<file path="src/rtl/nn_ctrl_pkg.sv">
// Shared types and sizing for the neural-net layer controllers.
// Holds the scan-FSM state encoding and the mm4 output-memory geometry.
package nn_ctrl_pkg;

    localparam int MM4_NUM_CLASSES = 10;
    localparam int MM4_DATA_WIDTH  = 32;
    localparam int MM4_ADDR_WIDTH  = 16;
    localparam int MM4_IDX_WIDTH   = 4;

    typedef enum logic [1:0] {
        IDLE,
        SCAN,
        DONE
    } state_t;

endpackage

</file>
<file path="src/rtl/mm4_argmax_ctrl_if.sv">
// Handshake/memory bundle between the mm4 argmax sequencer and its
// surroundings (layer controller, score memory, classification output).
interface mm4_argmax_ctrl_if
    import nn_ctrl_pkg::*;
#(
    parameter int DATA_WIDTH = MM4_DATA_WIDTH,
    parameter int ADDR_WIDTH = MM4_ADDR_WIDTH,
    parameter int IDX_WIDTH  = MM4_IDX_WIDTH
);

    logic                  start;
    logic                  wr_active;
    logic [ADDR_WIDTH-1:0] mem_read_addr;
    logic [DATA_WIDTH-1:0] mem_data_in;
    logic                  busy;
    logic                  done;
    logic [IDX_WIDTH-1:0]  class_idx;
    logic [DATA_WIDTH-1:0] max_value;

    modport master (
        output start,
        output wr_active,
        input  mem_read_addr,
        output mem_data_in,
        input  busy,
        input  done,
        input  class_idx,
        input  max_value
    );

    modport slave (
        input  start,
        input  wr_active,
        output mem_read_addr,
        input  mem_data_in,
        output busy,
        output done,
        output class_idx,
        output max_value
    );

endinterface

</file>
<file path="src/rtl/signed_max_cmp.sv">
// Combinational two's-complement compare: is candidate strictly above max?
// Strict so that on ties the earlier-seen value is kept.
module signed_max_cmp #(
    parameter int WIDTH = 32
) (
    input  logic [WIDTH-1:0] candidate,
    input  logic [WIDTH-1:0] current_max,
    output logic             greater
);

    assign greater = $signed(candidate) > $signed(current_max);

endmodule

</file>
<file path="src/rtl/mm4_argmax_ctrl.sv">
// Scans the mm4 class-score memory and reports the argmax class.
// Stalls on memory writes so it never reads a word mid-update.
module mm4_argmax_ctrl
    import nn_ctrl_pkg::*;
#(
    parameter int NUM_CLASSES = MM4_NUM_CLASSES,
    parameter int DATA_WIDTH  = MM4_DATA_WIDTH,
    parameter int ADDR_WIDTH  = MM4_ADDR_WIDTH,
    parameter int IDX_WIDTH   = MM4_IDX_WIDTH
) (
    input  logic              clk,
    input  logic              reset,
    mm4_argmax_ctrl_if.slave  bus
);

    state_t                state;
    logic [IDX_WIDTH-1:0]  addr_q;
    logic [IDX_WIDTH-1:0]  idx_q;
    logic [DATA_WIDTH-1:0] max_q;
    logic                  busy_q;
    logic                  done_q;
    logic                  greater;
    logic                  last;

    signed_max_cmp #(
        .WIDTH (DATA_WIDTH)
    ) u_cmp (
        .candidate   (bus.mem_data_in),
        .current_max (max_q),
        .greater     (greater)
    );

    assign last = (addr_q == IDX_WIDTH'(NUM_CLASSES - 1));

    // Counter is only IDX_WIDTH wide, so upper address bits stay zero.
    assign bus.mem_read_addr = ADDR_WIDTH'(addr_q);
    assign bus.busy          = busy_q;
    assign bus.done          = done_q;
    assign bus.class_idx     = idx_q;
    assign bus.max_value     = max_q;

    always_ff @(posedge clk or posedge reset) begin
        if (reset) begin
            state  <= IDLE;
            addr_q <= '0;
            idx_q  <= '0;
            max_q  <= '0;
            busy_q <= 1'b0;
            done_q <= 1'b0;
        end else begin
            done_q <= 1'b0;
            unique case (state)
                IDLE: begin
                    if (bus.start) begin
                        addr_q <= '0;
                        busy_q <= 1'b1;
                        state  <= SCAN;
                    end
                end
                SCAN: begin
                    if (!bus.wr_active) begin
                        // First word seeds the max regardless of its value.
                        if (addr_q == '0 || greater) begin
                            max_q <= bus.mem_data_in;
                            idx_q <= addr_q;
                        end
                        if (last) begin
                            busy_q <= 1'b0;
                            done_q <= 1'b1;
                            state  <= DONE;
                        end else begin
                            addr_q <= addr_q + IDX_WIDTH'(1);
                        end
                    end
                end
                DONE: begin
                    if (bus.start) begin
                        addr_q <= '0;
                        busy_q <= 1'b1;
                        state  <= SCAN;
                    end else begin
                        state  <= IDLE;
                    end
                end
                default: begin
                    state  <= IDLE;
                    busy_q <= 1'b0;
                end
            endcase
        end
    end

endmodule
</file>
<file path="src/flat_wrapper.sv">
// flat-port wrapper written by rule: the top's interface ports become plain ports
module mm4_argmax_ctrl_flat import nn_ctrl_pkg::*;
#(
    parameter int NUM_CLASSES = MM4_NUM_CLASSES,
    parameter int DATA_WIDTH  = MM4_DATA_WIDTH,
    parameter int ADDR_WIDTH  = MM4_ADDR_WIDTH,
    parameter int IDX_WIDTH   = MM4_IDX_WIDTH
)
  (clk, reset, bus_start, bus_wr_active, bus_mem_read_addr, bus_mem_data_in, bus_busy, bus_done, bus_class_idx, bus_max_value);
  mm4_argmax_ctrl_if #(.DATA_WIDTH(DATA_WIDTH), .ADDR_WIDTH(ADDR_WIDTH), .IDX_WIDTH(IDX_WIDTH)) bus_i ();
  input  logic clk;
  input  logic reset;
  input wire logic [$bits(bus_i.start)-1:0] bus_start;
  input wire logic [$bits(bus_i.wr_active)-1:0] bus_wr_active;
  output wire logic [$bits(bus_i.mem_read_addr)-1:0] bus_mem_read_addr;
  input wire logic [$bits(bus_i.mem_data_in)-1:0] bus_mem_data_in;
  output wire logic [$bits(bus_i.busy)-1:0] bus_busy;
  output wire logic [$bits(bus_i.done)-1:0] bus_done;
  output wire logic [$bits(bus_i.class_idx)-1:0] bus_class_idx;
  output wire logic [$bits(bus_i.max_value)-1:0] bus_max_value;
  assign bus_i.start = bus_start;
  assign bus_i.wr_active = bus_wr_active;
  assign bus_mem_read_addr = bus_i.mem_read_addr;
  assign bus_i.mem_data_in = bus_mem_data_in;
  assign bus_busy = bus_i.busy;
  assign bus_done = bus_i.done;
  assign bus_class_idx = bus_i.class_idx;
  assign bus_max_value = bus_i.max_value;
  mm4_argmax_ctrl #(.NUM_CLASSES(NUM_CLASSES), .DATA_WIDTH(DATA_WIDTH), .ADDR_WIDTH(ADDR_WIDTH), .IDX_WIDTH(IDX_WIDTH)) u_core (.clk(clk), .reset(reset), .bus(bus_i));
endmodule
</file>
<file path="config.mk">
export PLATFORM = sky130hd
export DESIGN_NAME = mm4_argmax_ctrl_flat
export DESIGN_NICKNAME = d
export VERILOG_FILES = /design/src/rtl/nn_ctrl_pkg.sv /design/src/rtl/mm4_argmax_ctrl_if.sv /design/src/rtl/signed_max_cmp.sv /design/src/rtl/mm4_argmax_ctrl.sv /design/src/flat_wrapper.sv
export SDC_FILE = /design/constraint.sdc
export NUM_CORES = 1
export LEC_CHECK = 0
export BUFFER_PORTS_ARGS = -buffer_cell sky130_fd_sc_hd__buf_4
export CORE_MARGIN = 5
export CORE_UTILIZATION = 51
export DETAILED_ROUTE_END_ITERATION = 7
export HOLD_SLACK_MARGIN = 0.05
export PLACE_DENSITY = 0.87
export SYNTH_ARGS = -nofsm -noshare
export SYNTH_HDL_FRONTEND = slang
export SYNTH_SLANG_ARGS = --single-unit
</file>
<file path="constraint.sdc">
create_clock -name clk -period 2.95 [get_ports clk]
set_input_delay 0 -clock clk [delete_from_list [all_inputs] [get_ports clk]]
set_output_delay 0 -clock clk [all_outputs]
set_load 0.005 [all_outputs]
</file>
After elaboration in Yosys (flattened, before gate mapping)
Cells that the tools add are included.
- order comparisons: 1
- equal/unequal tests: 8
- reductions and logical operators: 9
- bitwise gates (word level): 1
- mux-type cells: 16
- $add $sub $neg: 1
- operator list (operator ; count):
    greater-than comparator 32 bit ; 1
    two-way mux 4 bit ; 3
    AND reduction 3 bit ; 3
    one-hot mux 4 bit (2 select lines) ; 1
    two-way mux 1 bit ; 7
    two-way mux 2 bit ; 3
    inequality test 2 bit, second input constant ; 3
    one-hot mux 2 bit (3 select lines) ; 1
    adder 4 x 1 -> 4 bit, second input constant ; 1
    equality test 4 bit, second input constant ; 1
    zero test 4 bit ; 1
    inequality test 2 x 1 -> 1 bit, second input constant ; 2
    AND reduction 4 bit ; 1
    equality test 2 x 1 -> 1 bit, second input constant ; 1
    equality test 2 bit, second input constant ; 1
    zero test 2 bit ; 1
    one-hot mux 1 bit (2 select lines) ; 1
    nonzero test 2 bit ; 1
    OR reduction 2 bit ; 1
    logical OR 1 bit ; 1
    inverter 1 bit ; 1
- output and inout bits: 54
- bits of input ports: 36
- logic and storage cells: 42
- register bits: 44

Depth between registers and ports, before layout
- depth in word-level cells: 4
- mapped depth: 10
- gate-level depth less buffers: 9

Modules after synthesis
From an unflattened synthesis, not the netlist that was laid out.
- cells, all modules: 241
- area total of the unflattened synthesis: 2800.2 sq um
- by module, submodules not included (module ; cells an instance ; times used ; area an instance (sq um) ; sequential area each (sq um)):
    mm4_argmax_ctrl ; 128 ; 1 ; 1995.7 ; 1101.1
    signed_max_cmp ; 113 ; 1 ; 804.5 ; 0.0

Worst setup path after synthesis
No wires, ideal clock.
- kind: flip-flop to flip-flop
- start point: register u_core.max_q[27] (netlist: u_core.bus.max_value[27])
- end point: register u_core.idx_q[0] (netlist: u_core.bus.class_idx[0])
- cell stages (with the launch flop): 11
- clock period less this slack: 2.407 ns
- path buffers: 1
- library setup time: 0.125 ns
- data arrival time: 2.282 ns
- data required time: 2.825 ns
- slack: 0.543 ns
- cell sequence: dfrtp_1 -> inv_1 -> ha_1 -> a21oi_1 -> o21ai_0 -> a221oi_1 -> o31ai_1 -> or3_1 -> nand3_4 -> buf_6 -> mux2_4
- cells in the longest elaborated chain, start to end: 3
- RTL lines (item ; line ; text):
    start: declaration ; mm4_argmax_ctrl.sv:19 ; logic [DATA_WIDTH-1:0] max_q;
    start signal: assignment ; mm4_argmax_ctrl.sv:64 ; max_q <= bus.mem_data_in;
    greater-than comparator 32 bit ; signed_max_cmp.sv:11 ; assign greater = $signed(candidate) > $signed(current_max);
    logical OR 1 bit ; mm4_argmax_ctrl.sv:63 ; if (addr_q == '0 || greater) begin
    AND reduction 3 bit (no source line) ; -- ;
    end signal: assignment ; mm4_argmax_ctrl.sv:65 ; idx_q <= addr_q;
    end: declaration ; mm4_argmax_ctrl.sv:18 ; logic [IDX_WIDTH-1:0] idx_q;
Every way passes these cells.
A chain may end at the register's enable or synchronous reset.

Final worst setup path
- start point: register u_core.max_q[27] (netlist: u_core.bus.max_value[27])
- end point: register u_core.max_q[18] (netlist: u_core.bus.max_value[18])
- cells in the longest elaborated chain, start to end: 3
- RTL lines (item ; line):
    greater-than comparator 32 bit ; signed_max_cmp.sv:11
    logical OR 1 bit ; mm4_argmax_ctrl.sv:63
    AND reduction 3 bit (no source line) ; --
Every way passes these cells.

==> flow_summary.ini <==
[global_routing]
grt-ovfl-total = 0
grt_pass1_vias = 2270
antenna_found_initial = 0
grt_pass1_wl_um = 10800
grt_use_total_pct = 18.8
grt_start_max_net_pins = 45

[final_layout]
multi_input_area_sq_um = 1460
area_growth_pct = 37.7
layout-drive-gt1-share_pct = 34.2
diodes = 0
nFillCells = 366
fin_nets = 436
regArea_sq_um = 1100
final_util_pct = 73.5

[timing]
fin_hold_ws_ns = 0.465
slew_violations = 0
setup_viol = 0
period_needed_ns = 2.70
rsz0062_at_grt = false
worst_slew_pin_slew_ns = 0.936
maxSlewHeadroom_pct = 37.5
tns_ns = 0
clock-skew-final_ns = 0.00660
hold_viol_final = 0
fin_crit_sh_pct = 91.5
max_clock_freq_ghz = 0.370

[floorplan]
rows = 26
die-area_sq_um = 7030
floorplan.initialDensity_pct = 53.4
die_w_um = 83.8
io_pins = 90
core_sq_um = 5200
die_h_um = 83.8

[cts]
cts_tree = done
hold_buffers = 35
post-cts-setup-buffers = 0
clock_latency_ns = 0.30
cts_resized = 0
htreeDepth = 2
numCtsBuffers = 5
clockBufferDepth = 2
cts_sinks = 44
clk_pin_slew_ns = 0.08
clock-root-buffer = clkbuf_8

[drt]
drtPass1Iterations = 4
drc = 0
wl_per_cell_um = 14.4
ant_nets = 0
totalWireLength_um = 6270
dr_total_vias = 2138
drt_iter0_drc = 84
vias_per_cell = 4.90

[worst_hold_path]
hold_class = in2async

[logic_synthesis]
synth_edf_count = 0
synth_area_leaders = dfrtp_1 (40%), mux2_4 (16%), ha_1 (16%)
avgSynthCellArea_sq_um = 11.2
ys.flop_type = dfrtp_1
synth_top_cell_by_area = dfrtp_1
yosys_warnings = 0
synth.distinct_cells = 33
syn_inst = 249
synth_seq_cells = 44
yosys.area.top_type_share_pct = 39.6
ys_seq_area_share_pct = 39.6
syn_area_sq_um = 2780
async_flop_share_pct = 100

[worst_setup_path]
r2r_start = u_core.bus.max_value[27]
arrival_ns = 2.88
crit_start = u_core.bus.max_value[27]
cp_slowest_cell = or3_1
path_class = reg2reg
start_kind = register
cp-end-kind = register
critical_path.top_delay_family = compound AO/OA/AOI/OAI gates
cp_cell_sequence = inv_1 -> ha_1 -> a21oi_1 -> o21ai_0 -> a221oi_1 -> o31ai_1 -> or3_1 -> nand3_4 -> buf_4 -> mux2_2
crit_buf_inv = 2
crit_fanout = 16
critPathMaxStageDelay_ns = 0.38
required_ns = 3.13

[job]
maxCapViolCount = 0

[run_status]
outcome = finished, final reports clean

[placement]
port_buffers = 77
post-dp-hpwl_um = 4670
place_congestion = 0.782

[power]
p_per_area_nw_per_um2 = 998
p_leak_nw = 2.00
peakVddDrop_uv = 553
## Yosys cell counts (3+ instances only)
| cell | number |
|---|---|
| nand2_1 | 14 |
| buf_4 | 12 |
| nor2_1 | 11 |
| nand3_1 | 7 |
| mux2_2 | 6 |
| ha_1 | 35 |
| a21oi_1 | 15 |
| mux2_4 | 30 |
| o21ai_0 | 5 |
| buf_6 | 3 |
| inv_1 | 36 |
| nand4_1 | 8 |
| dfrtp_1 | 44 |
## report_power, final
group          switching, W  total (W)  internal, W
clock              0.000204   0.000395     0.000191
sequential         0.000268    0.00118     0.000911
combinational      0.000903    0.00225      0.00134
total               0.00137    0.00382      0.00244
## state kept, by name, indices dropped and copies added, names as in the netlist
register              flops
u_core.addr_q             4
u_core.bus.busy           1
u_core.bus.class_idx      4
u_core.bus.done           1
u_core.bus.max_value     32
u_core.state              2
## area by class of cell
cell class,instances,area share [%]
well taps,70,2.29
multi-input cells,164,38.1
repair buffers,114,25.0
inverters,36,3.53
flip-flops and latches,44,28.8
clock buffers,8,2.35
## layer usage
| layer | share of wire [%] | GRT usage [%] | vias up |
|---|---|---|---|
| met3 | 6.3 | 5.33 | 8 |
| li1 | - | - | 1066 |
| met1 | 42 | 22.7 | 998 |
| met2 | 51 | 32.6 | 66 |
| met5 | 0 | 0 | - |
| met4 | 1.1 | 5.12 | 0 |
## final timing paths
kind,slack (ns),cells past startpoint,endpoint
min in group clk,0.48,3,u_core.bus.max_value[7]
worst max register to register,0.25,10,u_core.bus.max_value[18]
worst max-delay path,0.25,10,u_core.bus.max_value[18]
max in group asynchronous,1.89,3,u_core.bus.busy
worst min-delay path,0.47,3,u_core.bus.max_value[0]
worst min register to register,0.53,1,u_core.bus.class_idx[1]
## layout by cell type, fill, tap and decap left out, types with 2 or more instances in the layout
cell and n:
buf_4 78, dfrtp_1 44, inv_1 35, ha_1 35, dlygate4sd3_1 35, mux2_4 30
a21oi_1 15, nand2_1 14, conb_1 12, nor2_1 11, nand4_1 8, nand3_1 7
mux2_2 6, clkbuf_8 6, o21ai_0 5, nor2b_1 2, o211ai_1 2, xor2_1 2
clkbuf_1 2
## logic make-up after synthesis
kind of cell	Yosys count	share of synthesized area, %
AO/OA/AOI/OAI	29	6.39
XOR/XNOR	2	0.630
adder cells (fa/ha/maj)	35	15.8
buffers and inverters	52	9.45
flip-flops	44	39.6
multiplexers	36	18.6
other	1	0.135
AND/OR/NAND/NOR	50	9.41
## worst reg2reg max path: stages, from the launching register on
cell	delay (ns)
dfrtp_1	0.37
inv_1	0.05
ha_1	0.33
a21oi_1	0.14
o21ai_0	0.10
a221oi_1	0.31
o31ai_1	0.16
or3_1	0.38
nand3_4	0.09
buf_4	0.28
mux2_2	0.37
## metrics by stage
| step | total power, W | setup WS, ns | instances | instance area (sq um) |
|---|---|---|---|---|
| floorplan | 0.00263 | 0.543 | 260 | 2820 |
| finish | 0.00382 | 0.250 | 436 | 3830 |
| global placement | 0.00331 | 0.369 | 393 | 3390 |
| detailed placement | 0.00341 | 0.273 | 393 | 3390 |
| global route | 0.00413 | 0.0822 | 436 | 3830 |
| CTS | 0.00385 | 0.251 | 436 | 3830 |
Power figures use the tool's default switching activity.
